### src/rtl/pipe_pkg.sv
// Shared definitions for the 5-stage pipeline register slice.
// Holds the control-bundle width, the reset PC and the named bit positions
// inside the packed decoder control bundle. An all-zero bundle is a NOP
// because it asserts neither regwrite nor memwrite.
package pipe_pkg;

    localparam int          DATA_W   = 32;
    localparam int          CTRL_W   = 12;
    localparam logic [31:0] RESET_PC = 32'h0000_0000;

    // Bit positions in the control bundle
    localparam int REGWRITE    = 0;
    localparam int MEMTOREG    = 1;
    localparam int MEMWRITE    = 2;
    localparam int BRANCH      = 3;
    localparam int ALUSRC      = 4;
    localparam int REGDST      = 5;
    localparam int ALUCTRL_LSB = 6;   // ALUCTRL occupies [8:6]
    localparam int ALUCTRL_W   = 3;
    localparam int SPARE_LSB   = 9;   // [11:9] reserved

    typedef logic [CTRL_W-1:0] ctrl_t;

    localparam ctrl_t NOP_CTRL = '0;

endpackage

### src/rtl/pipe_stage_regs_reg.sv
// pipe_reg: generic width register used for the PC and each inter-stage
// register.
//   clk  rising-edge clock
//   rst  synchronous active-high reset, loads RST_VAL
//   en   load enable
//   clr  synchronous clear to zero; wins over a low enable
//   d/q  data in / registered data out
module pipe_reg #(
    parameter int           W       = 32,
    parameter logic [W-1:0] RST_VAL = '0
) (
    input  logic         clk,
    input  logic         rst,
    input  logic         en,
    input  logic         clr,
    input  logic [W-1:0] d,
    output logic [W-1:0] q
);

    always_ff @(posedge clk) begin
        if (rst)      q <= RST_VAL;
        else if (clr) q <= '0;
        else if (en)  q <= d;
    end

endmodule

### src/rtl/pipe_stage_regs.sv
// pipe_stage_regs: PC register and the IF/ID, ID/EX, EX/MEM, MEM/WB pipeline
// registers of a 5-stage MIPS pipeline, with per-stage valid bits and a
// retired-instruction counter.
//   clk, rst                     clock, synchronous active-high reset
//   stallF/stallD/flushD/flushE  hazard-unit controls
//   pcnextF -> pcF               PC register
//   instrF, pcplus4F -> *D       IF/ID
//   ctrlD, srca/srcb/signimmD, rs/rt/rdD -> *E   ID/EX
//   aluoutE, writedataE, writeregE, ctrlE -> *M  EX/MEM
//   readdataM, aluoutM, writeregM, ctrlM -> *W   MEM/WB
//   validD..validW               stage holds a real instruction
//   instret                      count of instructions leaving W
module pipe_stage_regs #(
    parameter int                DATA_W   = 32,
    parameter int                CTRL_W   = pipe_pkg::CTRL_W,
    parameter logic [DATA_W-1:0] RESET_PC = DATA_W'(pipe_pkg::RESET_PC),
    parameter int                CNT_W    = 32
) (
    input  logic              clk,
    input  logic              rst,
    input  logic              stallF,
    input  logic              stallD,
    input  logic              flushD,
    input  logic              flushE,
    input  logic [DATA_W-1:0] pcnextF,
    output logic [DATA_W-1:0] pcF,
    input  logic [DATA_W-1:0] instrF,
    input  logic [DATA_W-1:0] pcplus4F,
    output logic [DATA_W-1:0] instrD,
    output logic [DATA_W-1:0] pcplus4D,
    input  logic [CTRL_W-1:0] ctrlD,
    input  logic [DATA_W-1:0] srcaD,
    input  logic [DATA_W-1:0] srcbD,
    input  logic [DATA_W-1:0] signimmD,
    input  logic [4:0]        rsD,
    input  logic [4:0]        rtD,
    input  logic [4:0]        rdD,
    output logic [CTRL_W-1:0] ctrlE,
    output logic [DATA_W-1:0] srcaE,
    output logic [DATA_W-1:0] srcbE,
    output logic [DATA_W-1:0] signimmE,
    output logic [4:0]        rsE,
    output logic [4:0]        rtE,
    output logic [4:0]        rdE,
    input  logic [DATA_W-1:0] aluoutE,
    input  logic [DATA_W-1:0] writedataE,
    input  logic [4:0]        writeregE,
    output logic [CTRL_W-1:0] ctrlM,
    output logic [DATA_W-1:0] aluoutM,
    output logic [DATA_W-1:0] writedataM,
    output logic [4:0]        writeregM,
    input  logic [DATA_W-1:0] readdataM,
    output logic [CTRL_W-1:0] ctrlW,
    output logic [DATA_W-1:0] aluoutW,
    output logic [DATA_W-1:0] readdataW,
    output logic [4:0]        writeregW,
    output logic              validD,
    output logic              validE,
    output logic              validM,
    output logic              validW,
    output logic [CNT_W-1:0]  instret
);
    import pipe_pkg::*;

    localparam int FD_W = 1 + 2 * DATA_W;
    localparam int DE_W = 1 + CTRL_W + 3 * DATA_W + 15;
    localparam int EM_W = 1 + CTRL_W + 2 * DATA_W + 5;
    localparam int MW_W = 1 + CTRL_W + 2 * DATA_W + 5;

    logic [FD_W-1:0] fd_q;
    logic [DE_W-1:0] de_q;
    logic [EM_W-1:0] em_q;
    logic [MW_W-1:0] mw_q;

    // PC: only a stall holds it
    pipe_reg #(.W(DATA_W), .RST_VAL(RESET_PC)) u_pc (
        .clk(clk), .rst(rst), .en(~stallF), .clr(1'b0),
        .d(pcnextF), .q(pcF)
    );

    // IF/ID: a stall masks the flush, since the branch is re-resolved
    // once the stall lifts. Valid is stored alongside the payload.
    pipe_reg #(.W(FD_W)) u_fd (
        .clk(clk), .rst(rst), .en(~stallD), .clr(flushD & ~stallD),
        .d({1'b1, instrF, pcplus4F}), .q(fd_q)
    );
    assign {validD, instrD, pcplus4D} = fd_q;

    // ID/EX: no enable; flush inserts a bubble with a NOP control bundle
    pipe_reg #(.W(DE_W)) u_de (
        .clk(clk), .rst(rst), .en(1'b1), .clr(flushE),
        .d({validD, ctrlD, srcaD, srcbD, signimmD, rsD, rtD, rdD}),
        .q(de_q)
    );
    assign {validE, ctrlE, srcaE, srcbE, signimmE, rsE, rtE, rdE} = de_q;

    // EX/MEM and MEM/WB always advance
    pipe_reg #(.W(EM_W)) u_em (
        .clk(clk), .rst(rst), .en(1'b1), .clr(1'b0),
        .d({validE, ctrlE, aluoutE, writedataE, writeregE}),
        .q(em_q)
    );
    assign {validM, ctrlM, aluoutM, writedataM, writeregM} = em_q;

    pipe_reg #(.W(MW_W)) u_mw (
        .clk(clk), .rst(rst), .en(1'b1), .clr(1'b0),
        .d({validM, ctrlM, aluoutM, readdataM, writeregM}),
        .q(mw_q)
    );
    assign {validW, ctrlW, aluoutW, readdataW, writeregW} = mw_q;

    // An instruction retires on the edge that moves it out of W;
    // the counter wraps freely.
    always_ff @(posedge clk) begin
        if (rst)         instret <= '0;
        else if (validW) instret <= instret + 1'b1;
    end

endmodule

### config.mk
export PLATFORM = sky130hd
export DESIGN_NAME = pipe_stage_regs
export DESIGN_NICKNAME = d
export VERILOG_FILES = /design/src/rtl/pipe_pkg.sv /design/src/rtl/pipe_stage_regs_reg.sv /design/src/rtl/pipe_stage_regs.sv
export SDC_FILE = /design/constraint.sdc
export NUM_CORES = 1
export LEC_CHECK = 0
export CORE_AREA = 2 2 287 289
export DETAILED_ROUTE_END_ITERATION = 8
export DIE_AREA = 0 0 289 291
export HOLD_SLACK_MARGIN = 0.05
export PLACE_DENSITY = 0.42
export SETUP_SLACK_MARGIN = 0.05
export SLEW_MARGIN = 20
export SYNTH_ARGS = -nofsm -noshare
export SYNTH_HDL_FRONTEND = slang
export SYNTH_SLANG_ARGS = --single-unit
### constraint.sdc
create_clock -name clk -period 5.35 [get_ports clk]
set_clock_uncertainty 0.1 [all_clocks]
set_input_delay 1.07 -clock clk [delete_from_list [all_inputs] [get_ports clk]]
set_output_delay 1.07 -clock clk [all_outputs]
set_load 0.1 [all_outputs]
==> run metrics, run 1 <==
run status=finished, final reports clean; Post-Synth Adder-Cell Area=0.000993; upper clock frequency limit=272 MHz; simple-gate share of the synthesized area=0.212; pwr/cell area=370 mW/mm2; Max Cap Viol=0; Mapped Nets=1435; maximum clock insertion buffer count=3; post-DR vias/cell=3.47; Worst Tran Pin Value=1.15 ns; clock sinks=417; FF-to-FF Start=u_mw.q[81]; Layout fillers=8457; Critical Path Start Type=flop; area grow syn2layout=81.5%; final hold vios=0; Async S/R FF share, synth=0; CTS root buffer=clkbuf_16; Port-buffer cells=742; Syn Inst Count=1108; first drt pass iteration count=4; Worst Setup SP=u_mw.q[81]; CTS tree=built; antenna-violating nets left=0; initial antenna violation count=5; CTS buffer count=49; Fin Hold WS=0.360 ns; # DRC=0; slowest cell on the critical path=clkdlybuf4s50_1; Yosys top cell area share=0.662; commonest non-fill, non-tap cell in the layout=clkdlybuf4s50_1; Clock Latency Late Sink=0.58 ns; fin crit period=3.68 ns; slew margin rel.=0.233; CP bufs+invs=1; Global Route Usage Sum=0.111; hold crit path type=flop to flop; CP peak stage delay=1.28 ns; Routed WL=49.0 mm; sequential element share of the synthesized area=0.662; largest net degree at the start of global routing=128; Yosys top cell by area=dfxtp_1; Slew Limit Fails=0; # hold bufs at CTS=0; Worst-path clk slew=0.06 ns; XOR/XNOR share of the synthesized area=0.00695; WP data arrival=2.51 ns; area of the multi-input gates=0.00400 mm2; vias in the first global route=10700; Initial Util=0.155; final setup violating endpoints=0; CP cell instances=clkdlybuf4s50_1; compound-gate portion of the synthesized area=0.0196; Final GP Congestion=0.752; type of the worst setup path=flop to primary output; Top Ports=743; DIE AREA=0.0841 mm2; first-pass GRT wire length=69.8 mm; fraction of layout cells with a size suffix above 1=0.0500; largest family of logic cells by synthesized area=simple AND/OR/NAND/NOR gates; H-tree depth=2; Ant. Diodes=0; Overflow after GRT=0; crit path max fanout=9; vias post-DR=10300; PostCTS Resize Cnt=0; Die W=289 um; period utilization=0.688; post-DR wirelength/cell=16.6 um; Initial DRC Count=188; dominant synthesized flop cell=dfxtp_1; P_leak=0.00869 uW; Nets=2170; critical path required time=4.18 ns; VDD IR-drop max=0.000201 V; number of synthesis warnings=0; row cnt=105; Top delay family on crit path=buffers and inverters; Area contributors post-synth=dfxtp_1 66%, nor2b_1 8.2%, mux2i_1 7.7%, and2_1 6.1%, nor2_1 3.3%; Yosys cell types=30; number of synthesized register bits=417; post-synthesis mux area share=0.0779; RSZ-0062 raised after global routing=no; Seq. cell area=0.00835 mm2; # Post-CTS Setup Buffers=0; most frequent cells in the layout=737 x clkdlybuf4s50_1, 417 x dfxtp_1, 165 x nor2b_1; hpwl dp=37.6 mm; post-route setup TNS=0 ns; syn_area_per_cell=11.4 um2; Die Ht=291 um; min-delay src=u_em.q[40]; critical path capture point type=primary output; Post-synth EDFFs=0; mapped cell area=0.0126 mm2; core area=0.0812 mm2
report_power, final:
part	leakage, uW	internal [uW]	switching [uW]
sequential	0.00343	3240	49.3
combinational	0.00442	501	1180
clock	0.000839	2130	1380
total	0.00869	5870	2610
cell type report:
class,instances,share of cell area
Sequential cell,417,0.365
Tap cell,1070,0.0585
Clock inverter,16,0.0104
Multi-Input combinational cell,623,0.175
Clock buffer,73,0.0637
Timing Repair Buffer,746,0.326
Inverter,6,0.000985
state kept, by name, summed over array words and instances (netlist names):
name     cells
u_fd.q      65
u_em.q      82
u_de.q     124
u_pc.q      32
instret     32
u_mw.q      82
cells in the mapped netlist (7+ instances only):
cell type / instances
or4_1: 16
o31ai_1: 12
dfxtp_1: 417
nor2_1: 111
and2_1: 123
nand4_1: 8
nand2_1: 16
clkbuf_1: 45
nand3_1: 10
o21ai_0: 7
buf_1: 13
nor2b_1: 165
a21oi_1: 21
mux2i_1: 97
cells by family after synthesis:
family                   Yosys count
flip-flops                       417
XOR/XNOR                          10
buffers and inverters             68
adder cells (fa/ha/maj)            1
AND/OR/NAND/NOR                  472
multiplexers                      98
AO/OA/AOI/OAI                     42
per-layer routing:
metal,vias up,GRT usage,wire length [um]
li1,5045,-,-
met1,4646,0.115,17800
met2,475,0.197,24100
met3,81,0.0491,5440
met4,4,0.0375,1440
met5,-,0.00523,73
worst paths after layout:
check / slack, ns / depth (start not counted) / to
worst max register to register: 2.68 / 4 / instret[31]
worst min register to register: 0.36 / 1 / u_mw.q[40]
worst min-delay path: 0.36 / 1 / u_mw.q[40]
worst max-delay path: 1.67 / 1 / validW
stage by stage:
step	power [uW]	std cells	utilization	instance area [um2]	setup WS, ns
global route	8830	2951	0.282	22900	1.54
global placement	5050	2862	0.261	21200	2.19
detailed placement	5050	2862	0.261	21200	2.09
CTS	8650	2951	0.282	22900	1.57
finish	8470	2951	0.282	22900	1.67
floorplan	4480	1108	-	12600	2.48
Power figures use the tool's default switching activity.
==> run 2, diff against run 1 <==
--- a/config.mk
+++ b/config.mk
@@ -9,7 +9,7 @@
 export DETAILED_ROUTE_END_ITERATION = 8
 export DIE_AREA = 0 0 289 291
 export HOLD_SLACK_MARGIN = 0.05
-export PLACE_DENSITY = 0.42
+export PLACE_DENSITY = 0.43
 export SETUP_SLACK_MARGIN = 0.05
 export SLEW_MARGIN = 20
 export SYNTH_ARGS = -nofsm -noshare
==> constraint.sdc (replaced) <==
create_clock -name clk -period 3.1 [get_ports clk]
set_clock_uncertainty 0.1 [all_clocks]
set_input_delay 0.62 -clock clk [delete_from_list [all_inputs] [get_ports clk]]
set_output_delay 0.62 -clock clk [all_outputs]
set_load 0.1 [all_outputs]
==> run 2 against run 1 <==
Setup slack got worse by 1.0 ns. Core utilization is 1.1 points lower. Final area shrank 3.8%. Worst hold slack worse by 0.0058 ns. Largest cell class unchanged. Highest routed layer unchanged.
==> run metrics, run 2 (synthesized netlist as in run 1, its figures left out) <==
run status=finished, final reports clean; row cnt=105; Slew Limit Fails=0; # hold bufs at CTS=0; post-DR wirelength/cell=16.6 um; final setup violating endpoints=0; type of the worst setup path=flop to flop; largest net degree at the start of global routing=137; slew margin rel.=0.509; final hold vios=0; Nets=2176; Switch Pwr=4550 uW; CTS root buffer=clkbuf_16; # DRC=0; most frequent CP cell=or4_1; Max Cap Viol=0; period utilization=0.794; Final GP Congestion=0.780; CP peak stage delay=0.79 ns; fraction of layout cells with a size suffix above 1=0.273; initial antenna violation count=8; pwr/cell area=674 mW/mm2; Reg power frac=0.384; crit path max fanout=16; placed cell area=0.0202 mm2; hpwl dp=38.2 mm; total power=14800 uW; critical path required time=3.51 ns; first drt pass iteration count=4; # Post-CTS Setup Buffers=0; core area=0.0812 mm2; Global Route Usage Sum=0.111; post-DR vias/cell=3.49; Biggest register=u_de.q; CP cell instances=nand4_4 > or4_1 > or4_1 > a21oi_1; H-tree depth=2; Die W=289 um; Net Sw Frac=0.306; area grow syn2layout=74.6%; Port-buffer cells=742; slowest cell on the critical path=or4_1; post-route setup TNS=0 ns; CTS tree=built; Worst-path clk slew=0.06 ns; combinational share of power=0.191; Overflow after GRT=0; Initial Util=0.155; vias in the first global route=10800; CP bufs+invs=0; first-pass GRT wire length=69.8 mm; Routed WL=49.2 mm; clock sinks=417; Top Ports=743; maximum clock insertion buffer count=3; RSZ-0062 raised after global routing=no; hold crit path type=flop to flop; Worst Tran Pin Value=0.736 ns; P_leak=0.00948 uW; Die Ht=291 um; final core occ=0.271; antenna-violating nets left=0; Clock Latency Late Sink=0.58 ns; most frequent cells in the layout=423 x buf_4, 417 x dfxtp_1, 322 x clkdlybuf4s50_1; commonest non-fill, non-tap cell in the layout=buf_4; biggest regs=u_de.q (124), u_em.q (82), u_mw.q (82); WP data arrival=2.87 ns; Critical Path Start Type=flop; VDD IR-drop max=0.000403 V; Initial DRC Count=203; critical path capture point type=flop; max reg flops=124; Top delay family on crit path=simple AND/OR/NAND/NOR gates; Clk pwr share=0.425; vias post-DR=10300; cell-internal power=10300 uW; upper clock frequency limit=406 MHz; DIE AREA=0.0841 mm2; Final Instance Area=0.0220 mm2; PostCTS Resize Cnt=0; fin crit period=2.46 ns; CTS buffer count=49
[run 2: stage by stage]
step	setup WS [ns]	cells	hold WS, ns
floorplan	0.227	1108	0.591
global placement	0.691	2868	0.351
detailed placement	0.665	2868	0.352
CTS	0.650	2958	0.325
global route	0.477	2959	0.361
finish	0.637	2960	0.354
[run 2: power by group through the flow]
stage	clock network [uW]	registers, uW	logic, uW
6_report	6310	5690	2830
5_1_grt	6770	5720	2930
4_1_cts	6570	5700	2860
3_5_place_dp	0	5810	2860
3_3_place_gp	0	5810	2860
2_1_floorplan	0	7440	296
[run 2: cell type report]
| type | count | area, um2 |
|---|---|---|
| diodes | 2 | 5.00 |
| clock buffers | 72 | 1440 |
| clock inverters | 18 | 325 |
| fillers | 8633 | 59200 |
| inverters | 6 | 22.5 |
| multi-input cells | 623 | 4000 |
| flip-flops and latches | 417 | 8350 |
| well taps | 1070 | 1340 |
| repair buffers | 752 | 6520 |
[run 2: final timing paths]
path              cells after the start          end  slack (ns)       start
hold reg to reg                       1   u_mw.q[75]        0.35  u_em.q[75]
hold / removal                        1   u_mw.q[75]        0.35  u_em.q[75]
setup reg to reg                      4  instret[31]        0.64  u_mw.q[81]
setup / recovery                      4  instret[31]        0.64  u_mw.q[81]
[run 2: routing by layer]
metal / part of all wire / track usage / wire length (um)
met3: 0.11 / 0.0460 / 5250
met4: 0.025 / 0.0331 / 1210
met2: 0.48 / 0.190 / 23600
met1: 0.39 / 0.124 / 19100
met5: 0.00075 / 0 / 37
[run 2: worst reg2reg max path, delay by kind of cell (launching register included)]
kind,cells,cell delay [ns]
and+or+nand+nor,3,1.58
AOI/OAI and AO/OA,1,0.15
DFF,1,0.55
==> run 3, diff against run 2 <==
--- a/config.mk
+++ b/config.mk
@@ -9,7 +9,7 @@
 export DETAILED_ROUTE_END_ITERATION = 8
 export DIE_AREA = 0 0 289 291
 export HOLD_SLACK_MARGIN = 0.05
-export PLACE_DENSITY = 0.43
+export PLACE_DENSITY = 0.42
 export SETUP_SLACK_MARGIN = 0.05
 export SLEW_MARGIN = 20
 export SYNTH_ARGS = -nofsm -noshare
==> constraint.sdc (replaced) <==
create_clock -name clk -period 2.5 [get_ports clk]
set_clock_uncertainty 0.1 [all_clocks]
set_input_delay 0.5 -clock clk [delete_from_list [all_inputs] [get_ports clk]]
set_output_delay 0.5 -clock clk [all_outputs]
set_load 0.1 [all_outputs]
==> run 3 against run 2 <==
Clock power increased by 21%. Final cell count increased by 0.27%. Sequential power grew 24%. Wire length rose by 2.3%. Combinational power up 24%. Power rose by 23%. Core utilization is 0.088 points higher. Non-clock buffer count increased by 4. Highest routed layer is now met4.
==> run metrics, run 3 (synthesized netlist as in run 1, its figures left out) <==
Global Route Usage Sum=0.114; Critical Path Start Type=flop; Routed WL=50.3 mm; crit path max fanout=9; Die Ht=291 um; dpl cells=2872; slew margin rel.=0.622; initial antenna violation count=5; Switch Pwr=5650 uW; hold crit path type=input pin to flop; Slew Limit Fails=0; max reg flops=124; Nets=2181; CTS buffer count=50; H-tree depth=2; Max Cap Viol=0; run status=finished, final reports clean; most frequent cells in the layout=424 x buf_4, 400 x dfxtp_1, 322 x clkdlybuf4s50_1; Initial Util=0.155; # hold bufs at CTS=0; area grow syn2layout=75.2%; type of the worst setup path=flop to flop; # DRC=0; slowest cell on the critical path=or4_1; Final Instance Area=0.0221 mm2; core area=0.0812 mm2; P_leak=0.00952 uW; antenna-violating nets left=0; Worst-path clk slew=0.06 ns; biggest regs=u_de.q (124), u_em.q (82), u_mw.q (82); Clk pwr share=0.419; first-pass GRT wire length=71.2 mm; Worst Tran Pin Value=0.567 ns; post-DR wirelength/cell=16.9 um; maximum clock insertion buffer count=3; CTS root buffer=clkbuf_16; vias in the first global route=10800; RSZ-0062 raised after global routing=no; final setup violating endpoints=0; clock sinks=417; CTS tree=built; fraction of layout cells with a size suffix above 1=0.287; CP peak stage delay=0.69 ns; Final GP Congestion=0.771; critical path capture point type=flop; commonest non-fill, non-tap cell in the layout=buf_4; largest net degree at the start of global routing=99; cell-internal power=12600 uW; PostCTS Resize Cnt=0; Initial DRC Count=256; combinational share of power=0.193; final hold vios=0; Net Sw Frac=0.310; Biggest register=u_de.q; hpwl dp=38.9 mm; most frequent CP cell=or4_1; Die W=289 um; pwr/cell area=825 mW/mm2; # Post-CTS Setup Buffers=0; final std cells w/o fill=2968; post-DR vias/cell=3.49; Overflow after GRT=0; Fin Hold WS=0.294 ns; row cnt=105; DP Worst Slack=0.259 ns; vias post-DR=10400; period utilization=0.895; final worst setup slack=0.264 ns; upper clock frequency limit=447 MHz; Reg power frac=0.388; DIE AREA=0.0841 mm2; Port-buffer cells=742; fin crit period=2.24 ns; Clock Latency Late Sink=0.59 ns; WP data arrival=2.64 ns; post-route setup TNS=0 ns; critical path required time=2.90 ns; CP cell instances=nand4_1 > or4_1 > buf_4 > or4_1 > a21oi_1; placed cell area=0.0203 mm2; first drt pass iteration count=4; Top Ports=743; VDD IR-drop max=0.000501 V
run 3: worst paths after layout:
| kind | cells past startpoint | slack [ns] | start | endpoint |
|---|---|---|---|---|
| max reg2reg | 5 | 0.26 | instret[6] | instret[21] |
| min | 2 | 0.29 | rst | u_mw.q[14] |
| max | 5 | 0.26 | instret[6] | instret[21] |
| min reg2reg | 1 | 0.36 | u_em.q[1] | u_mw.q[1] |
run 3: area by class of cell:
cell class              instances  area (um2)
inverters                       6        22.5
clock buffers                  70        1480
flip-flops and latches        417        8370
diodes                          4        10.0
fillers                      8579       59100
repair buffers                756        6590
clock inverters                22         264
well taps                    1070        1340
multi-input cells             623        4000
run 3: power by group through the flow:
stage | Sequential, uW | Clock [uW] | Combinational [uW]
finish | 7060 | 7630 | 3520
global route | 7090 | 8200 | 3650
CTS | 7060 | 7970 | 3560
detailed placement | 7200 | 0 | 3550
global placement | 7200 | 0 | 3550
floorplan | 9220 | 0 | 367
run 3: metal layers:
| layer | part of all wire | global-route usage |
|---|---|---|
| met1 | 0.38 | 0.120 |
| met5 | 0 | 0 |
| met4 | 0.026 | 0.0382 |
| met2 | 0.50 | 0.202 |
| met3 | 0.10 | 0.0466 |
run 3: critical path: cells and delay by family, from the launching register on:
kind | cells | cell delay (ns)
AND/OR/NAND/NOR | 3 | 1.31
buffers and inverters | 1 | 0.23
flip-flops | 1 | 0.39
AO/OA/AOI/OAI | 1 | 0.14
run 3: metrics by stage:
step                      power (uW)   util
final                          18200  0.272
after global routing           18900  0.272
after CTS                      18600  0.272
after detailed placement       10800  0.250
after global placement         10800  0.250
after floorplan                 9590      -
